## config.mk

```make
export PLATFORM = sky130hd
export DESIGN_NAME = shift_left_logical_seq_32bit_flat
export DESIGN_NICKNAME = d
export VERILOG_FILES = /design/src/rtl/shift_left_logical_seq_32bit_if.sv /design/src/rtl/shift_left_logical_seq_32bit.sv /design/src/flat_wrapper.sv
export SDC_FILE = /design/constraint.sdc
export NUM_CORES = 1
export LEC_CHECK = 0
export CORE_ASPECT_RATIO = 0.9
export CORE_UTILIZATION = 52
export CTS_BUF_LIST = sky130_fd_sc_hd__clkbuf_8
export CTS_CLUSTER_SIZE = 28
export DETAILED_ROUTE_END_ITERATION = 16
export PLACE_DENSITY_LB_ADDON = 0.05
export SYNTH_ARGS = -nofsm -noshare
export SYNTH_HDL_FRONTEND = slang
export SYNTH_SLANG_ARGS = --single-unit
```

## constraint.sdc

```tcl
create_clock -name clk -period 7.8 [get_ports clk]
set_input_delay 1.56 -clock clk [delete_from_list [all_inputs] [get_ports clk]]
set_output_delay 1.56 -clock clk [all_outputs]
set_load 0.03 [all_outputs]
```

## src/rtl/shift_left_logical_seq_32bit_if.sv

```systemverilog
// shift_left_logical_seq_32bit_if: start/done handshake, operands and result of the sequential shifter.
// o_ovf exists only when SLL_SEQ_OVERFLOW_EN is defined.
interface shift_left_logical_seq_32bit_if;
    logic        i_start;
    logic [31:0] i_x;
    logic [31:0] i_y;
    logic        o_busy;
    logic        o_done;
    logic [31:0] o_z;
`ifdef SLL_SEQ_OVERFLOW_EN
    logic        o_ovf;
    modport slave  (input i_start, i_x, i_y, output o_busy, o_done, o_z, o_ovf);
    modport master (output i_start, i_x, i_y, input o_busy, o_done, o_z, o_ovf);
`else
    modport slave  (input i_start, i_x, i_y, output o_busy, o_done, o_z);
    modport master (output i_start, i_x, i_y, input o_busy, o_done, o_z);
`endif
endinterface

```

## src/rtl/shift_left_logical_seq_32bit.sv

```systemverilog
// shift_left_logical_seq_32bit: multi-cycle logical left shift, STEP bits per clock, start/done handshake.
// Optional sticky overflow output enabled by SLL_SEQ_OVERFLOW_EN.
module shift_left_logical_seq_32bit #(
    parameter int STEP = 1
) (
    input logic clk,
    input logic rst_n,
    shift_left_logical_seq_32bit_if.slave io_bus
);
    generate
        if (!(STEP == 1 || STEP == 2 || STEP == 4 || STEP == 8 || STEP == 16)) begin : g_bad_step
            $error("STEP must be 1, 2, 4, 8 or 16");
        end
    endgenerate

    typedef enum logic [1:0] {IDLE, SHIFT, DONE} state_t;
    localparam logic [4:0] STEP_W = 5'(STEP);

    state_t      r_state, w_state_nxt;
    logic [31:0] r_acc, r_z, w_acc_nxt;
    logic [4:0]  r_cnt, w_cnt_nxt, w_s;
    logic        w_accept, w_oor;

    always_comb begin
        w_accept = io_bus.i_start && (r_state != SHIFT);
        w_oor = io_bus.i_y[31] || (|io_bus.i_y[30:5]);
        w_s = (r_cnt < STEP_W) ? r_cnt : STEP_W;
        w_acc_nxt = r_acc;
        w_cnt_nxt = r_cnt;
        w_state_nxt = IDLE;
        if (w_accept) begin
            w_acc_nxt = w_oor ? '0 : io_bus.i_x;
            w_cnt_nxt = io_bus.i_y[4:0];
            w_state_nxt = (w_oor || io_bus.i_y[4:0] == 5'd0) ? DONE : SHIFT;
        end else if (r_state == SHIFT) begin
            w_acc_nxt = r_acc << w_s;
            w_cnt_nxt = r_cnt - w_s;
            w_state_nxt = (w_cnt_nxt == 5'd0) ? DONE : SHIFT;
        end
    end

    always_ff @(posedge clk or negedge rst_n) begin
        if (!rst_n) begin
            r_state <= IDLE;
            r_acc <= '0;
            r_cnt <= '0;
            r_z <= '0;
        end else begin
            r_state <= w_state_nxt;
            r_acc <= w_acc_nxt;
            r_cnt <= w_cnt_nxt;
            if (w_state_nxt == DONE) r_z <= w_acc_nxt;
        end
    end

    assign io_bus.o_busy = (r_state == SHIFT);
    assign io_bus.o_done = (r_state == DONE);
    assign io_bus.o_z = r_z;

`ifdef SLL_SEQ_OVERFLOW_EN
    logic r_ovf_run, r_ovf, w_lost, w_ovf_nxt;

    // top w_s bits of acc are the ones pushed past bit 31 this step
    assign w_lost = |(r_acc & ~(32'hFFFF_FFFF >> w_s));

    always_comb begin
        w_ovf_nxt = r_ovf_run;
        if (w_accept) w_ovf_nxt = w_oor && (|io_bus.i_x);
        else if (r_state == SHIFT) w_ovf_nxt = r_ovf_run | w_lost;
    end

    always_ff @(posedge clk or negedge rst_n) begin
        if (!rst_n) begin
            r_ovf_run <= 1'b0;
            r_ovf <= 1'b0;
        end else begin
            r_ovf_run <= w_ovf_nxt;
            r_ovf <= (w_state_nxt == DONE) ? w_ovf_nxt : (w_accept ? 1'b0 : r_ovf);
        end
    end

    assign io_bus.o_ovf = r_ovf;
`endif
endmodule

```

## src/flat_wrapper.sv

```systemverilog
// flat-port wrapper written by rule: the top's interface ports become plain ports
module shift_left_logical_seq_32bit_flat 
#(
    parameter int STEP = 1
)
  (clk, rst_n, io_bus_i_start, io_bus_i_x, io_bus_i_y, io_bus_o_busy, io_bus_o_done, io_bus_o_z);
  shift_left_logical_seq_32bit_if io_bus_i ();
  input logic clk;
  input logic rst_n;
  input wire logic [$bits(io_bus_i.i_start)-1:0] io_bus_i_start;
  input wire logic [$bits(io_bus_i.i_x)-1:0] io_bus_i_x;
  input wire logic [$bits(io_bus_i.i_y)-1:0] io_bus_i_y;
  output wire logic [$bits(io_bus_i.o_busy)-1:0] io_bus_o_busy;
  output wire logic [$bits(io_bus_i.o_done)-1:0] io_bus_o_done;
  output wire logic [$bits(io_bus_i.o_z)-1:0] io_bus_o_z;
  assign io_bus_i.i_start = io_bus_i_start;
  assign io_bus_i.i_x = io_bus_i_x;
  assign io_bus_i.i_y = io_bus_i_y;
  assign io_bus_o_busy = io_bus_i.o_busy;
  assign io_bus_o_done = io_bus_i.o_done;
  assign io_bus_o_z = io_bus_i.o_z;
  shift_left_logical_seq_32bit #(.STEP(STEP)) u_core (.clk(clk), .rst_n(rst_n), .io_bus(io_bus_i));
endmodule
```

==> flow_summary.rst <==
.. list-table::
   :header-rows: 1

   * - Metric
     - Value
   * - Async set or reset register ratio after synthesis
     - 100%
   * - Total grt overflow
     - 0
   * - Global placer's final weighted congestion
     - 0.841
   * - Critical path's slowest cell
     - sky130_fd_sc_hd__clkdlybuf4s50_1
   * - DPL Wire Length
     - approximately 5000 um
   * - Highest fanout seen on the critical path
     - 13
   * - Area of all sequential standard cells
     - approximately 0.0018 mm2
   * - Number of buffers inserted during clock tree synthesis
     - 9
   * - Setup TNS Final
     - 0 ps
   * - First-pass GRT wire length
     - 12000 um
   * - Overall fraction of global-route tracks in use
     - about a quarter
   * - Pre-CTS setup slack
     - approximately 3900 ps
   * - Horizontal die dimension
     - between 80 and 90 um
   * - Logic pwr share
     - a little under a tenth
   * - Core box area
     - 0.00582 mm2
   * - CTS sink cnt
     - 71
   * - Reg2reg setup slack
     - ~4700 ps
   * - Fin crit period
     - between 3000 and 4000 ps
   * - Insertion delay to the later sink of the worst-skew pair
     - between 300 and 400 ps
   * - Register share of total power
     - 51.5%
   * - Post-synthesis cell count
     - between 200 and 250
   * - Peak per-stage delay on the critical path
     - roughly 760 ps
   * - Count of synthesis-stage warnings from yosys
     - 0
   * - Die height
     - 76.6 um
   * - Pin slew with the least headroom to its limit
     - between 800 and 900 ps
   * - Failing checks
     - DRC
   * - Full die area
     - about 0.0065 mm2
   * - Leading register cell type out of synthesis
     - sky130_fd_sc_hd__dfrtp_1
   * - First-pass detailed-route iteration total
     - 11
   * - Number of nets still failing antenna checks after routing
     - 0
   * - Launching element type of the critical path
     - register
   * - Total count of hold-check failures in the final report
     - 0
   * - Detailed-route vias per instance
     - ~5.6
   * - Result of the run
     - finished, violations left
   * - Maximum clock frequency
     - 274 MHz
   * - Number of synthesized register bits
     - a little over 70
   * - Setup repair after global routing missed its margin
     - no
   * - Number of design rule violations left after detail routing
     - 4
   * - Power density over the cells
     - 163 mW/mm2
   * - Via count of the first global-routing pass
     - roughly 2400
   * - DR vias
     - about 2300
   * - Filler cell count in the final layout
     - a little under 400
   * - CP Capture Type
     - primary output
   * - H-tree depth
     - 3
   * - Internal Dissipation
     - 0.558 mW
   * - Maximum buffer depth of the clock tree
     - 2
   * - Final period util
     - between 40% and 50%
   * - Diode count
     - 0
   * - Post-Syn Area per Cell
     - about 14 um2
   * - Clock-pin slew on the worst setup and hold paths
     - 70 ps
   * - Count of flip-flops with a built-in enable after synthesis
     - 0
   * - Starting density of the core
     - between 50% and 60%
   * - Max-capacitance violation count
     - 0
   * - Total Wirelength
     - approximately 7300 um
   * - Switching power total
     - between 0.15 and 0.2 mW
   * - Req. time, crit path
     - roughly 6200 ps
   * - Switching share of power
     - 23.2%
   * - Post-cts repair resize count
     - 0
   * - Data arrival at the endpoint of the critical path
     - between 2000 and 2500 ps
   * - Final Max Slew Viols
     - 0
   * - Maximum resistive drop on vdd
     - between 100 and 150 uV
   * - Count of different cell masters after synthesis
     - 38
   * - Layout cell share with drive strength beyond 1
     - between 10% and 20%
   * - Hold Crit Class
     - register to register
   * - Pin count of the biggest net entering global routing
     - slightly above 70
   * - Count of buffering cells on the critical path with inverters included
     - 2
   * - Root buffer selected by CTS
     - sky130_fd_sc_hd__clkbuf_8
   * - Ranking of synthesized cells by area
     - sky130_fd_sc_hd__dfrtp_1, sky130_fd_sc_hd__mux2_4, sky130_fd_sc_hd__a22o_1
   * - Buffers added on ports
     - 100
   * - Layout overhead on the synthesized area
     - 38.5%
   * - CTS Hold Buffers Added
     - 0
   * - Gate family responsible for the most delay along the worst path
     - buffers and inverters
   * - Final-report setup violation count
     - 0
   * - Ordered list of cells on the worst path
     - nand2b_1 > inv_1 > clkdlybuf4s50_1
   * - Clock group share of total power
     - about two fifths
   * - Commonest cells in the netlist
     - sky130_fd_sc_hd__dfrtp_1, sky130_fd_sc_hd__a21o_1, sky130_fd_sc_hd__a22o_1
   * - Register area share after synthesis
     - 55.3%
   * - Initial antenna violation count
     - 0
   * - Headroom to the max-slew limit
     - a little over two fifths
   * - Smallest setup slack after layout
     - 4150 ps
   * - Layout Skew
     - about 13 ps
   * - Postcts setup bufs
     - 0
   * - TritonCTS clock tree
     - built
   * - Syn_nets
     - 305
   * - Number of I/O pins
     - a little over 100
   * - Leading cell type by number of instances after synthesis
     - sky130_fd_sc_hd__dfrtp_1
   * - Area of the multi-input gates
     - roughly 0.0013 mm2
   * - Hold slack final
     - 513 ps
   * - Initial DRC Count
     - about 130
   * - Average wire length per cell after detail routing
     - about 18 um
   * - Post-layout total power
     - just over 0.7 mW
   * - Final Net Count
     - between 400 and 500
   * - Std-Cell Rows
     - 26
   * - Category of the critical setup timing path
     - register to primary output
   * - Synthesized cell area
     - 0.00321 mm2
   * - Portion of synthesized cell area occupied by the leading cell type
     - a little under three fifths
   * - Leak pwr
     - around 2.3 nW
   * - Largest area contributor in the synthesized netlist
     - sky130_fd_sc_hd__dfrtp_1
[final timing paths]
check,start,endpoint,cells past startpoint
setup / recovery,u_core.r_state[1],io_bus_o_busy,3
hold / removal,u_core.io_bus.o_z[10],u_core.io_bus.o_z[10],1
setup reg to reg,u_core.r_cnt[1],u_core.io_bus.o_z[0],9
hold reg to reg,u_core.io_bus.o_z[10],u_core.io_bus.o_z[10],1
max in group asynchronous,rst_n,u_core.r_cnt[2],2
min in group asynchronous,rst_n,u_core.io_bus.o_z[26],2
[stage by stage]
step | cell area, um2 | util [%] | std cells
finish | 4450 | 76.4 | 412
global route | 4450 | 76.4 | 412
CTS | 4450 | 76.4 | 412
detailed placement | 4250 | 73.0 | 396
global placement | 4250 | 73.0 | 396
floorplan | 3210 | - | 236
[power groups by stage]
stage / Combinational (mW) / Clock [mW] / Sequential [mW]
finish: 0.0674 / 0.285 / 0.374
global route: 0.0731 / 0.310 / 0.374
CTS: 0.0678 / 0.293 / 0.374
detailed placement: 0.0674 / 0 / 0.381
global placement: 0.0666 / 0 / 0.381
floorplan: 0.0211 / 0 / 0.380
[routing by layer]
| layer | global-route usage, % | vias up | wire [um] |
|---|---|---|---|
| met5 | 0 | - | 0 |
| met4 | 7.46 | 0 | 78 |
| met3 | 7.04 | 8 | 451 |
| met2 | 38.7 | 70 | 3470 |
| met1 | 32.1 | 1157 | 3300 |
| li1 | - | 1088 | - |
[cells by family after synthesis]
kind of cell	count (synthesis)	synth area share, %
AOI/OAI and AO/OA	77	19.1
DFF	71	55.3
and+or+nand+nor	34	6.12
muxes	33	15.0
buffers and inverters	18	3.39
adders and majority gates	2	0.779
xor gates and xnor gates	1	0.273
[worst register-to-register path, stage by stage, from the launching register on]
cell                       delay, ps
sky130_fd_sc_hd__dfrtp_1         440
sky130_fd_sc_hd__or4_4           590
sky130_fd_sc_hd__or2b_1          220
sky130_fd_sc_hd__ha_1            180
sky130_fd_sc_hd__nor2_1           70
sky130_fd_sc_hd__xnor2_1         160
sky130_fd_sc_hd__nand4b_1        200
sky130_fd_sc_hd__o22ai_4         180
sky130_fd_sc_hd__buf_4           540
sky130_fd_sc_hd__mux2_2          430
[registers in the layout (all words and copies together), names as in the netlist]
| name | flops |
|---|---|
| u_core.io_bus.o_z | 32 |
| u_core.r_state | 2 |
| u_core.r_acc | 32 |
| u_core.r_cnt | 5 |
[layout make-up]
type | count | share of cell area [%]
Sequential cell | 71 | 39.9
Clock inverter | 7 | 1.66
Multi-Input combinational cell | 147 | 30.2
Inverter | 4 | 0.338
Timing Repair Buffer | 104 | 23.1
Clock buffer | 9 | 2.78
Tap cell | 70 | 1.97
[layout by cell type, fill, tap and decap left out, drive strengths merged, types with 3 or more instances in the layout]
master / instances
clkdlybuf4s50: 99
dfrtp: 71
a22o: 32
mux2: 32
a21o: 31
clkbuf: 9
nor4: 6
nand2: 5
nor2: 5
buf: 5
clkinv: 5
inv: 4
o21ai: 4
nand3: 3
a21oi: 3
nor3: 3
or4: 3
o22ai: 3
No activity file was read; power rests on OpenSTA's default activity.
